==> src/rtl/div_pkg.sv <==
// Shared types and sizing constants for the sequential restoring divider.
package div_pkg;

    typedef enum logic [1:0] {
        IDLE,
        RUN,
        DONE
    } state_t;

    localparam int DIV_WIDTH_DEFAULT     = 8;
    localparam int DIV_CNT_WIDTH_DEFAULT = $clog2(DIV_WIDTH_DEFAULT) + 1;

    // The iteration counter must hold the value WIDTH itself, hence the extra bit.
    function automatic int cntWidth(input int width);
        return $clog2(width) + 1;
    endfunction

endpackage

==> src/rtl/div_sub_stage.sv <==
// Trial-subtract cell of the restoring divider: (WIDTH+1)-bit difference split into
// the low WIDTH bits and a sign bit that says whether the subtraction underflowed.
module div_sub_stage
    import div_pkg::*;
#(
    parameter int WIDTH = DIV_WIDTH_DEFAULT
) (
    input  logic [WIDTH:0]   i_minuend,
    input  logic [WIDTH:0]   i_subtrahend,
    output logic [WIDTH-1:0] o_diff,
    output logic             o_neg
);

    logic [WIDTH:0] w_full;

    assign w_full = i_minuend - i_subtrahend;
    assign o_diff = w_full[WIDTH-1:0];
    assign o_neg  = w_full[WIDTH];

endmodule

==> src/rtl/seq_restoring_divider.sv <==
// Iterative unsigned restoring divider, one quotient bit per clock, start/busy/done handshake.
// Define DIV_BY_ZERO_TRAP_EN to short-circuit zero divisors straight to DONE with dbz set.
module seq_restoring_divider
    import div_pkg::*;
#(
    parameter int WIDTH = DIV_WIDTH_DEFAULT
) (
    input  logic             clk,
    input  logic             rst,
    input  logic             start,
    input  logic [WIDTH-1:0] num1,
    input  logic [WIDTH-1:0] num2,
    output logic             busy,
    output logic             done,
    output logic [WIDTH-1:0] quotient,
    output logic [WIDTH-1:0] remainder,
    output logic             dbz
);

    localparam int            CW       = cntWidth(WIDTH);
    localparam logic [CW-1:0] CNT_INIT = CW'(WIDTH);
    localparam logic [CW-1:0] CNT_ONE  = CW'(1);

    state_t r_state;
    state_t w_stateNext;

    logic [WIDTH-1:0] r_q;
    logic [WIDTH-1:0] r_d;
    logic [WIDTH-1:0] r_r;
    logic [WIDTH-1:0] r_quot;
    logic [WIDTH-1:0] r_rem;
    logic [CW-1:0]    r_cnt;

    logic [WIDTH:0]   w_rShift;
    logic [WIDTH-1:0] w_diff;
    logic             w_neg;
    logic [WIDTH-1:0] w_rNext;
    logic [WIDTH-1:0] w_qNext;
    logic             w_lastIter;

    // The partial remainder stays below the divisor, so WIDTH bits suffice for storage;
    // only the shifted value needs the extra bit for the trial subtraction.
    assign w_rShift = {r_r, r_q[WIDTH-1]};

    div_sub_stage #(
        .WIDTH(WIDTH)
    ) u_sub (
        .i_minuend   (w_rShift),
        .i_subtrahend({1'b0, r_d}),
        .o_diff      (w_diff),
        .o_neg       (w_neg)
    );

    assign w_rNext    = w_neg ? w_rShift[WIDTH-1:0] : w_diff;
    assign w_qNext    = {r_q[WIDTH-2:0], ~w_neg};
    assign w_lastIter = (r_cnt == CNT_ONE);

    always_ff @(posedge clk or posedge rst) begin
        if (rst) begin
            r_state <= IDLE;
        end else begin
            r_state <= w_stateNext;
        end
    end

    always_comb begin
        w_stateNext = r_state;
        busy        = 1'b0;
        done        = 1'b0;
        case (r_state)
            IDLE: begin
                if (start) begin
`ifdef DIV_BY_ZERO_TRAP_EN
                    w_stateNext = (num2 == '0) ? DONE : RUN;
`else
                    w_stateNext = RUN;
`endif
                end
            end
            RUN: begin
                busy = 1'b1;
                if (w_lastIter) begin
                    w_stateNext = DONE;
                end
            end
            DONE: begin
                done        = 1'b1;
                w_stateNext = IDLE;
            end
            default: begin
                w_stateNext = IDLE;
            end
        endcase
    end

`ifdef DIV_BY_ZERO_TRAP_EN
    logic r_dbz;
`endif

    // Results are written only on the edge that enters DONE and are held otherwise.
    always_ff @(posedge clk or posedge rst) begin
        if (rst) begin
            r_q    <= '0;
            r_d    <= '0;
            r_r    <= '0;
            r_cnt  <= '0;
            r_quot <= '0;
            r_rem  <= '0;
`ifdef DIV_BY_ZERO_TRAP_EN
            r_dbz  <= 1'b0;
`endif
        end else begin
            case (r_state)
                IDLE: begin
                    if (start) begin
                        r_q   <= num1;
                        r_d   <= num2;
                        r_r   <= '0;
                        r_cnt <= CNT_INIT;
`ifdef DIV_BY_ZERO_TRAP_EN
                        r_dbz <= (num2 == '0);
                        if (num2 == '0) begin
                            r_quot <= '1;
                            r_rem  <= num1;
                        end
`endif
                    end
                end
                RUN: begin
                    r_q   <= w_qNext;
                    r_r   <= w_rNext;
                    r_cnt <= r_cnt - CNT_ONE;
                    if (w_lastIter) begin
                        r_quot <= w_qNext;
                        r_rem  <= w_rNext;
                    end
                end
                default: begin
                end
            endcase
        end
    end

    assign quotient  = r_quot;
    assign remainder = r_rem;

`ifdef DIV_BY_ZERO_TRAP_EN
    assign dbz = r_dbz;
`else
    assign dbz = 1'b0;
`endif

endmodule
==> config.mk <==
export PLATFORM = sky130hd
export DESIGN_NAME = seq_restoring_divider
export DESIGN_NICKNAME = d
export VERILOG_FILES = /design/src/rtl/div_pkg.sv /design/src/rtl/div_sub_stage.sv /design/src/rtl/seq_restoring_divider.sv
export SDC_FILE = /design/constraint.sdc
export NUM_CORES = 1
export LEC_CHECK = 0
export BUFFER_PORTS_ARGS = -buffer_cell sky130_fd_sc_hd__buf_2
export CAP_MARGIN = 0
export CORE_ASPECT_RATIO = 1.1
export CORE_MARGIN = 2
export CORE_UTILIZATION = 55
export DETAILED_ROUTE_END_ITERATION = 16
export GPL_ROUTABILITY_DRIVEN = 1
export PLACE_DENSITY = 0.84
export REMOVE_ABC_BUFFERS = 1
export SLEW_MARGIN = 5
export SYNTH_ARGS = -nofsm -noshare
export SYNTH_HDL_FRONTEND = slang
export SYNTH_SLANG_ARGS = --single-unit
export TNS_END_PERCENT = 30
==> constraint.sdc <==
create_clock -name clk -period 5.01 [get_ports clk]
set_input_delay 0.2505 -clock clk [delete_from_list [all_inputs] [get_ports clk]]
set_output_delay 0.2505 -clock clk [all_outputs]
set_load 0.02 [all_outputs]
# Word-level counts from Yosys, hierarchy flattened
# Index checks and enable logic that the tools add are counted.
[op_classes] reduce_logical=6 muxes=12 addsub=2 bitwise=1 n_eq_ne=5
[ops] operator="8-bit one-hot mux with 2 select lines" n=2
[ops] operator="8-bit 2-to-1 mux" n=3
[ops] operator="9-bit by 8-bit subtractor with 9-bit output" n=1
[ops] operator="4-bit one-hot mux with 2 select lines" n=1
[ops] operator="2-bit AND reduction" n=4
[ops] operator="4-bit by 1-bit equality test with 1-bit output (second input constant)" n=1
[ops] operator="2-bit 2-to-1 mux" n=2
[ops] operator="4-bit 2-to-1 mux" n=1
[ops] operator="2-bit != test (second input constant)" n=2
[ops] operator="2-bit one-hot mux with 2 select lines" n=1
[ops] operator="4-bit by 1-bit subtractor with 4-bit output (second input constant)" n=1
[ops] operator="2-bit by 1-bit equality test with 1-bit output (second input constant)" n=1
[ops] operator="2-bit equality test (second input constant)" n=1
[ops] operator="2-bit logical NOT" n=1
[ops] operator="1-bit 2-to-1 mux" n=2
[ops] operator="2-bit nonzero test" n=1
[ops] operator="1-bit inverter" n=1
[totals] inputBits=19 register_bits=46 wordCells=33 output_inout_bits=19

# Depth between registers and ports, before layout
# Gate-level depths: netlist of the first run.
[depth] word_depth=3 mapped_depth=10 depth_no_buf=9

# Hierarchy
# From an unflattened synthesis of the first run, not the netlist that was laid out.
[hier_totals] hier_cells=218 area_unflattened_um2=2383.5
[by_module_without_submodules] mod="seq_restoring_divider" n_inst=1 cells_each=159 area_per_inst_um2=1985.7 seq_area_each_um2=1151.1
[by_module_without_submodules] mod="div_sub_stage" n_inst=1 cells_each=59 area_per_inst_um2=397.9 seq_area_each_um2=0.0

# Worst setup path after synthesis of the first run
# No wires, ideal clock.
[synth_timing] path_type="flip-flop to flip-flop" from="register r_q[7]" to="register r_rem[0] (netlist: remainder[0])" synth_period_minus_slack_ns=2.394 setup_ns=0.074 arrival_ns=2.320 path_buffers=1 stages_incl_launch_ff=11 setup_slack_ns=2.616 required_ns=4.936 path_cell_list="dfrtp_1 -> inv_1 -> ha_1 -> inv_1 -> fa_1 -> a211oi_2 -> o211ai_2 -> a311o_1 -> buf_6 -> mux2_4 -> o21ai_2"
[synth_via] elab_chain_len=2
[synth_rtl] element="from (decl)" line="seq_restoring_divider.sv:27" source="logic [WIDTH-1:0] r_q;"
[synth_rtl] element="from (signal assigned)" line="seq_restoring_divider.sv:116" source="r_q <= num1;"
[synth_rtl] element="from (signal assigned)" line="seq_restoring_divider.sv:130" source="r_q <= w_qNext;"
[synth_rtl] element="9-bit by 8-bit subtractor with 9-bit output" line="div_sub_stage.sv:16" source="assign w_full = i_minuend - i_subtrahend;"
[synth_rtl] element="8-bit 2-to-1 mux *" line="seq_restoring_divider.sv:54" source="assign w_rNext = w_neg ? w_rShift[WIDTH-1:0] : w_diff;"
[synth_rtl] element="to (signal assigned)" line="seq_restoring_divider.sv:135" source="r_rem <= w_rNext;"
[synth_rtl] element="to (decl)" line="seq_restoring_divider.sv:31" source="logic [WIDTH-1:0] r_rem;"
# Every way passes the cells marked *; elsewhere a longest branch is shown, timed or not.
# A chain may end at the register's enable or synchronous reset.

# Worst setup path after layout of the first run
[layout_timing] from="register r_state[0]" to="register r_rem[7] (netlist: remainder[7])"
[layout_via] elab_chain_len=2
[layout_rtl] element="from (decl)" line="seq_restoring_divider.sv:24" source="state_t r_state;"
[layout_rtl] element="from (signal assigned)" line="seq_restoring_divider.sv:62" source="r_state <= w_stateNext;"
[layout_rtl] element="2-bit by 1-bit equality test with 1-bit output" line="seq_restoring_divider.sv:113" source="case (r_state)"
[layout_rtl] element="2-bit AND reduction (no line)"
# No other way between the ends.

==> reports/metrics.yaml, run 1 <==
p_leak_nw: 1.32
fin_nets: 314
clk_pin_slew_ns: 0.08
timing.critical_path.cells: "nand2b_1 > inv_1 > nand2_1 > inv_1 > nand2_1 > a2bb2oi_1 > o31ai_1"
antenna_found_initial: 0
clockBufferDepth: 2
drtIter0Drc: 97
seq_area_um2: 1150
place_ws_ns: 2.28
crit_path_max_fanout: 24
hold_class: "primary input to asynchronous set/reset pin"
period_share_pct: 55.8
synth_cell_types: 45
track_usage_pct: 22.2
drive_above_1_share_pct: 18.6
worst_setup_path_start_kind: "flip-flop"
cp.depth: 7
syn_area_um2: 2370
diodes: 0
cts_setup_buffers: 0
filler_cell_count: 349
maxSlewHeadroom_pct: 30.8
required_ns: 5.17
yosysWarnings: 0
grt_pass1_wl_mm: 8.14
die_y_um: 72.8
vias: 1883
htreeDepth: 2
timing.fmax_mhz: 358
setup_ws_ns: 2.21
wl_per_cell_um: 14.4
port_buffers: 36
cts_tree: "built"
worst_ep_arrival_time_ns: 2.95
period_minus_slack_ns: 2.80
ctsRootBufferMaster: "clkbuf_8"
rsz0062_at_grt: "no"
globalRouteOverflowTotal: 0
cts_hold_buffers: 0
ys_seq_area_share_pct: 48.6
syn_inst: 250
max_slew.worst_pin.slew_ns: 1.03
multi_input_area_um2: 1110
hpwl_mm: 3.49
core_area_um2: 4220
start_util_pct: 56.1
r2r_cells: 7
die-width_um: 66.6
synth_edf_count: 0
area_growth_pct: 12.7
grt_pass1_vias: 1768
io_pins: 38
irDropWorstVdd_mv: 0.329
vias_per_cell: 5.55
maxSlewViolCount: 0
postSynthAreaPerCell_um2: 9.47
gp_congestion: 0.806
setup_viol: 0
final_antenna_net_count: 0
drtPass1Iterations: 4
wl_mm: 4.88
max_stage_delay_ns: 0.63
clkSinkCount: 46
drv_cap: 0
async_flop_share_pct: 100
clk_latency_ns: 0.30
cp-end-kind: "flip-flop"
final.setup.tns_ns: 0
cts_made_buffers: 5
outcome: "complete, no violations"
finalPower_mw: 2.04
ys.flop_type: "dfrtp_1"
cp_num_buf_inv: 2
critPathKind: "flip-flop to flip-flop"
ys_ff_latch: 46
hold_viol_final: 0
cts_resized: 0
cpLargestDelayFamily: "simple AND/OR/NAND/NOR gates"
drc: 0
dieArea_um2: 4850
crit_slowest_cell: "nand2_1"
r2r_slack_ns: 2.21
core.rowCount: 25
clock-skew-final_ns: 0.00497
grt_max_degree: 47
p_per_area_nw_per_um2: 763
worst paths after layout:
path / to / from
worst min-delay path: r_d[7] / rst
worst max-delay path: remainder[7] / r_state[0]
worst min register to register: quotient[4] / quotient[4]
min in group clk: r_d[5] / num2[5]
max in group asynchronous: r_cnt[2] / rst
worst max register to register: remainder[7] / r_state[0]
cell families after synthesis:
family | after synthesis | share of synthesized area [%]
muxes | 8 | 3.64
and+or+nand+nor | 86 | 16.9
DFF | 46 | 48.6
AOI/OAI and AO/OA | 68 | 18.5
buffers and inverters | 26 | 4.65
other | 1 | 0.158
adders and majority gates | 11 | 6.13
xor gates and xnor gates | 4 | 1.48
registers in the layout, summed over array words and instances, names as in the netlist:
| signal | flops |
|---|---|
| quotient | 8 |
| r_d | 8 |
| r_q | 8 |
| r_r | 8 |
| remainder | 8 |
| r_cnt | 4 |
| r_state | 2 |
tightest hold or removal path: stages:
cell and delay, ns:
buf_2 0.10, clkinv_1 0.03, buf_4 0.47
metrics by stage:
step	cell area (µm²)	hold slack [ns]	instances	utilization (%)
after floorplan	2310	0.367	239	-
after global placement	2580	0.416	331	61.0
after detailed placement	2580	0.428	331	61.0
after CTS	2670	0.104	339	63.2
after global routing	2670	0.133	339	63.2
final	2670	0.0787	339	63.2
synthesized netlist by cell type (2+ instances only):
master	count	area share, %
nand2_1	60	9.5
dfrtp_1	46	49
o21ai_0	32	6.8
inv_1	15	2.4
a21oi_1	12	2.5
ha_1	10	5.3
and3b_1	8	3.0
clkbuf_1	8	1.3
mux2i_1	6	2.5
nor2_1	6	0.95
xor2_1	4	1.5
a211oi_1	3	0.95
nor3_1	3	0.63
a31oi_1	2	0.53
nand2b_1	2	0.53
o21ai_2	2	0.74
o21bai_1	2	0.63
o31ai_1	2	0.63
where the power goes:
| part | internal, mW | leakage, nW | switching [mW] | total, mW |
|---|---|---|---|---|
| clock network | 0.111 | 0.0482 | 0.122 | 0.234 |
| registers | 0.542 | 0.578 | 0.128 | 0.669 |
| logic | 0.446 | 0.696 | 0.688 | 1.13 |
| total | 1.10 | 1.32 | 0.937 | 2.04 |
layer usage:
layer	global-route usage (%)	up-vias	routed length [µm]
li1	-	926	-
met1	27.8	897	2120
met2	37.6	49	2460
met3	5.25	11	208
met4	7.94	0	96
met5	0	-	0
placed cells by master, fill, tap and decap left out, types with 2 or more instances in the layout:
cell type | Yosys | final
and3b_1 | 8 | 8
a21oi_1 | 12 | 12
o21bai_1 | 2 | 2
nor2_1 | 6 | 6
nand2b_1 | 2 | 2
xor2_1 | 4 | 4
inv_1 | 15 | 14
o21ai_0 | 32 | 32
nand2_1 | 60 | 60
a211oi_1 | 3 | 3
o31ai_1 | 2 | 2
o21ai_2 | 2 | 2
a31oi_1 | 2 | 2
buf_4 | 1 | 2
nor3_1 | 3 | 3
mux2i_1 | 6 | 6
clkbuf_8 | 0 | 6
ha_1 | 10 | 10
dfrtp_1 | 46 | 46
buf_2 | 1 | 36
final cells by class:
cell class | instances | area share [%]
flip-flops and latches | 46 | 43.1
multi-input cells | 178 | 41.5
well taps | 54 | 2.53
repair buffers | 38 | 7.31
clock inverters | 1 | 0.188
clock buffers | 7 | 3.23
inverters | 15 | 2.11
Power figures use the tool's default switching activity.
==> run 2: changes to the inputs <==
- ABC_AREA: unset -> 1
- CORE_UTILIZATION: 55 -> 51
- PLACE_DENSITY: 0.84 -> 0.82
- clock period: 5.01 -> 2.48 ns (I/O delays scaled with it)
==> reports/metrics.yaml, run 2 <==
outcome: "complete, no violations"
final_cell_mix: "100 x nand2_1, 46 x dfrtp_1, 39 x inv_1, 36 x buf_2, 24 x o21ai_0"
synth_commonest_cells: "100 x nand2_1, 46 x dfrtp_1, 40 x inv_1"
drtPass1Iterations: 4  # unchanged
syn_area_um2: 2450  # +3.5%
fin_nets: 372  # +18%
synth_cell_types: 33  # -27%
drv_cap: 0  # unchanged
drive_above_1_share_pct: 18.1  # -0.52 points
clkSinkCount: 46  # unchanged
timing.fmax_mhz: 481  # +34%
final.setup.tns_ns: 0  # unchanged
synthTopCellsByArea: "dfrtp_1 47%, nand2_1 15%, inv_1 6.1%"
clk_pin_slew_ns: 0.08  # about the same
wl_mm: 5.11  # +4.6%
seq_area_um2: 1150  # unchanged
drtIter0Drc: 164  # +69%
gp_congestion: 0.794  # -1.5%
crit_slowest_cell: "fa_1"
cpMostUsedCell: "nand2_1"
globalRouteOverflowTotal: 0  # unchanged
multi_input_area_um2: 1070  # -2.9%
hold_class: "primary input to flip-flop"
wl_per_cell_um: 12.8  # -11%
hpwl_mm: 3.61  # +3.4%
hold_viol_final: 0  # unchanged
timing.critical_path.cells: "inv_1 > ha_1 > inv_1 > fa_1 > nand2_1 > nand2_2 > nand3_2 > nand3_2 > nand2_4 > nand2_1 > nand3_1 > nand2_1"
place_ws_ns: 0.435  # -1.85 ns
cts_tree: "built"
postSynthAreaPerCell_um2: 8.09  # -15%
dieArea_um2: 5380  # +11%
required_ns: 2.68  # -2.49 ns
yosysWarnings: 0  # unchanged
diodes: 0  # unchanged
synth_top_area_share_pct: 47.0  # -1.6 points
die_y_um: 76.7  # +5.3%
ys_ff_latch: 46  # unchanged
io_pins: 38  # unchanged
track_usage_pct: 20.9  # -1.4 points
ys.flop_type: "dfrtp_1"
hold_slack_ns: 0.0267  # -0.0520 ns
worst_setup_path_start_kind: "flip-flop"
vias: 2042  # +8.4%
filler_cell_count: 408  # +17%
grt_max_degree: 47  # unchanged
grt_pass1_vias: 1996  # +13%
vias_per_cell: 5.12  # -7.9%
htreeDepth: 2  # unchanged
place_inst: 389  # +18%
max_slew.worst_pin.slew_ns: 0.683  # -0.351 ns
crit_path_max_fanout: 10  # -58%
setup_viol: 0  # unchanged
clk_latency_ns: 0.30  # about the same
start_util_pct: 52.7  # -3.4 points
period_share_pct: 83.8  # +28 points
grt_pass1_wl_mm: 8.91  # +9.6%
antenna_found_initial: 0  # unchanged
cts_made_buffers: 5  # unchanged
area_growth_pct: 12.7  # about the same
rsz0062_at_grt: "no"
final_antenna_net_count: 0  # unchanged
setup_ws_ns: 0.401  # -1.81 ns
critPathKind: "flip-flop to flip-flop"
ys_seq_area_share_pct: 47.0  # -1.6 points
synth_most_common_cell: "nand2_1"
drc: 0  # unchanged
period_minus_slack_ns: 2.08  # -0.716 ns
core_area_um2: 4650  # +10%
clock-skew-final_ns: 0.00731  # +0.00234 ns
clockBufferDepth: 2  # unchanged
synth_top_area_cell: "dfrtp_1"
synth_edf_count: 0  # unchanged
die-width_um: 70.1  # +5.3%
port_buffers: 36  # unchanged
worst_ep_arrival_time_ns: 2.27  # -0.68 ns
async_flop_share_pct: 100  # unchanged
instances_no_fill: 399  # +18%
core.rowCount: 26  # +4.0%
syn_inst: 303  # +21%
maxSlewViolCount: 0  # unchanged
maxSlewHeadroom_pct: 54.4  # +24 points
final_common_cell: "nand2_1"
ctsRootBufferMaster: "clkbuf_8"
cp-end-kind: "flip-flop"
max_stage_delay_ns: 0.41  # -0.22 ns
cts_setup_buffers: 0  # unchanged
run 2: cell types whose count changed in the layout (fill, tap and decap cells not counted), sizes merged, moves of 5 or more:
| cell | change |
|---|---|
| mux2i | -6 |
| and3b | -8 |
| nand3b | +5 |
| inv | +27 |
| nand3 | +22 |
| nand2 | +47 |
run 2: what timing repair did:
item,in CTS,in global routing
hold buffers,1,1
hold endpoints to repair,46,1
resized for setup,0,0
run 2: cells by family (layout without fill, tap and decap cells):
family	count (synthesis)	count (layout)	share of synthesized area, %
AND/OR/NAND/NOR	147	147	26.9
XOR/XNOR	3	3	1.07
AO/OA/AOI/OAI	44	44	9.80
flip-flops	46	46	47.0
buffers and inverters	51	91	9.19
adder cells (fa/ha/maj)	11	11	5.92
other	1	1	0.153
run 2: path summary, 6_finish.rpt:
kind	from	endpoint	slack, ns	cells after the start
hold / removal	num2[2]	r_d[2]	0.03	3
setup / recovery	r_q[7]	remainder[2]	0.40	12
setup reg to reg	r_q[7]	remainder[2]	0.40	12
max in group asynchronous	rst	r_d[3]	1.57	4
hold reg to reg	quotient[0]	quotient[0]	0.48	2
min in group asynchronous	rst	quotient[5]	0.50	4
run 2: worst max-delay path: cells and delay by family, from the launching register on:
| family | cells | cell delay (ns) |
|---|---|---|
| adder cells (fa/ha/maj) | 2 | 0.57 |
| buffers and inverters | 2 | 0.15 |
| flip-flops | 1 | 0.36 |
| AND/OR/NAND/NOR | 8 | 0.89 |
run 2: cell type report:
| type | instances | share of cell area (%) |
|---|---|---|
| sequential | 46 | 41.7 |
| multi-input combinational | 206 | 38.9 |
| timing repair buffer | 41 | 8.06 |
| inverter | 42 | 5.71 |
| clock buffer | 6 | 2.63 |
| tap | 56 | 2.54 |
| clock inverter | 2 | 0.498 |
run 2: stage by stage:
step                utilization [%]  cell area (µm²)
floorplan                         -             2380
global placement               57.1             2660
detailed placement             57.1             2660
CTS                            59.2             2750
global route                   59.4             2760
finish                         59.4             2760
run 2: layer usage:
| layer | track usage [%] | wire, µm | up-vias |
|---|---|---|---|
| met5 | 0 | 0 | - |
| met4 | 8.27 | 136 | 0 |
| met1 | 25.3 | 2230 | 959 |
| met3 | 4.73 | 191 | 11 |
| li1 | - | - | 1028 |
| met2 | 35.9 | 2550 | 44 |
Power of run 2 is left out: the tool's default activity adds up to more than one toggle a clock period on the data nets, which glitch-free logic cannot reach.
==> run 3: changes to the inputs <==
- ABC_AREA: 1 -> 0
- CORE_UTILIZATION: 51 -> 55
- PLACE_DENSITY: 0.82 -> 0.84
- clock period: 2.48 -> 2.08 ns (I/O delays scaled with it)
==> reports/metrics.yaml, run 3 (same netlist as run 1, synthesis figures left out) <==
p_leak_nw: 1.52
setup_ws_ns: -0.319  # -0.720 ns
required_ns: 2.32  # -0.36 ns
hold_slack_ns: 0.0128  # -0.0139 ns
cpMostUsedCell: "inv_2"
area_growth_pct: 28.4
hpwl_mm: 3.92  # +8.7%
hold_class: "primary input to flip-flop"
critPathKind: "flip-flop to flip-flop"
crit_path_max_fanout: 5  # -5
grt_pass1_vias: 2011  # +0.75%
max_slew.worst_pin.slew_ns: 0.606  # -0.0770 ns
irDropWorstVdd_mv: 0.958
seq_area_um2: 1150  # unchanged
crit_slowest_cell: "a311o_2"
filler_cell_count: 318  # -22%
timing.fmax_mhz: 417  # -13%
setup_viol: 18  # +18
violations: "negative setup slack"
htreeDepth: 2  # unchanged
multi_input_area_um2: 1150  # +7.2%
maxSlewHeadroom_pct: 59.4  # +4.9 points
drtIter0Drc: 134  # -18%
cpLargestDelayFamily: "compound AO/OA/AOI/OAI gates"
diodes: 0  # unchanged
hold_viol_final: 0  # unchanged
max_stage_delay_ns: 0.45  # +0.04 ns
final_common_cell: "nand2_1"
clock-skew-final_ns: 0.00821  # +0.000898 ns
globalRouteOverflowTotal: 0  # unchanged
cts_made_buffers: 5  # unchanged
fin_nets: 355  # -4.6%
worst_setup_path_start_kind: "flip-flop"
p_per_area_nw_per_um2: 1920
maxSlewViolCount: 0  # unchanged
clkSinkCount: 46  # unchanged
gp_congestion: 0.877  # +10%
drc: 0  # unchanged
vias_per_cell: 5.51  # +7.6%
wl_per_cell_um: 14.3  # +12%
io_pins: 38  # unchanged
worst_ep_arrival_time_ns: 2.64  # +0.37 ns
rsz0062_at_grt: "yes"
dieArea_um2: 4850  # -9.8%
antenna_found_initial: 0  # unchanged
period_minus_slack_ns: 2.40  # +0.320 ns
clk_latency_ns: 0.31  # about the same
period_share_pct: 115  # +31 points
core.rowCount: 25  # -3.8%
track_usage_pct: 23.6  # +2.7 points
port_buffers: 36  # unchanged
die_y_um: 72.8  # -5.1%
ctsRootBufferMaster: "clkbuf_8"
wl_mm: 5.45  # +6.6%
grt_pass1_wl_mm: 8.60  # -3.5%
cp_num_buf_inv: 2  # unchanged
post-route-util_pct: 72.0  # +13 points
outcome: "finished with violations"
clk_pin_slew_ns: 0.08  # about the same
die-width_um: 66.6  # -5.0%
grt_max_degree: 24  # -49%
cts_tree: "built"
core_area_um2: 4220  # -9.2%
cp-end-kind: "flip-flop"
drv_cap: 0  # unchanged
timing.critical_path.cells: "inv_2 > ha_4 > inv_2 > fa_2 > a211oi_4 > o211ai_2 > a311o_2 > mux2_4 > o21ai_2"
vias: 2092  # +2.4%
drive_above_1_share_pct: 30.1  # +12 points
clockBufferDepth: 2  # unchanged
final_antenna_net_count: 0  # unchanged
final_cell_mix: "59 x nand2_1, 46 x dfrtp_1, 36 x buf_2, 35 x buf_4, 26 x o21ai_0"
dpl-instance-area_um2: 2800  # +5.5%
start_util_pct: 56.1  # +3.4 points
drtPass1Iterations: 4  # unchanged
design_area_um2: 3040  # +10%
## run 3: timing repair
| action | 4_1_cts | 5_1_grt |
|---|---|---|
| endpoints found under the hold margin | 21 | 0 |
| resized for setup | 10 | 9 |
| endpoints found under the setup margin | 18 | 18 |
| buffers inserted | 2 | 2 |
| pin swaps | 8 | 6 |
| hold buffers | 7 | 0 |
## run 3: layer usage
layer / track usage, % / routed length (µm)
met5: 0 / 0
met4: 11.8 / 126
met3: 5.09 / 206
met2: 40.4 / 2830
met1: 27.6 / 2280
## run 3: layout make-up
| type | count | share of cell area, % |
|---|---|---|
| flip-flops and latches | 46 | 37.8 |
| multi-input cells | 178 | 37.9 |
| repair buffers | 79 | 17.2 |
| well taps | 54 | 2.22 |
| clock inverters | 3 | 0.699 |
| inverters | 15 | 1.85 |
| clock buffers | 5 | 2.26 |
## run 3: final timing paths
check / depth (start not counted) / endpoint / slack (ns) / startpoint
hold reg to reg: 2 / quotient[5] / 0.48 / quotient[5]
setup / recovery: 9 / r_r[0] / -0.32 / r_q[7]
min in group asynchronous: 3 / r_r[6] / 0.33 / rst
max in group asynchronous: 4 / remainder[1] / 1.16 / rst
hold / removal: 3 / r_d[1] / 0.01 / num2[1]
setup reg to reg: 9 / r_r[0] / -0.32 / r_q[7]
## run 3: report_power, final
part | total, mW | switching [mW] | internal (mW)
Clock | 0.554 | 0.318 | 0.236
Combinational | 3.69 | 1.95 | 1.74
Sequential | 1.59 | 0.284 | 1.30
Total | 5.83 | 2.55 | 3.28
## run 3: tightest hold or removal path, delay by kind of cell
family	cells	cell delay, ns
AOI/OAI and AO/OA	1	0.06
buffers and inverters	1	0.08
and+or+nand+nor	1	0.04
## run 3: through the flow
step	setup slack (ns)	power [mW]	std cells	TNS, ns
3_5_place_dp	-0.426	4.92	361	-6.73
2_1_floorplan	-0.313	3.65	239	-4.30
5_1_grt	-0.390	6.25	380	-6.13
4_1_cts	-0.408	5.67	378	-5.44
6_report	-0.319	5.83	380	-4.48
3_3_place_gp	-0.350	4.78	361	-5.38
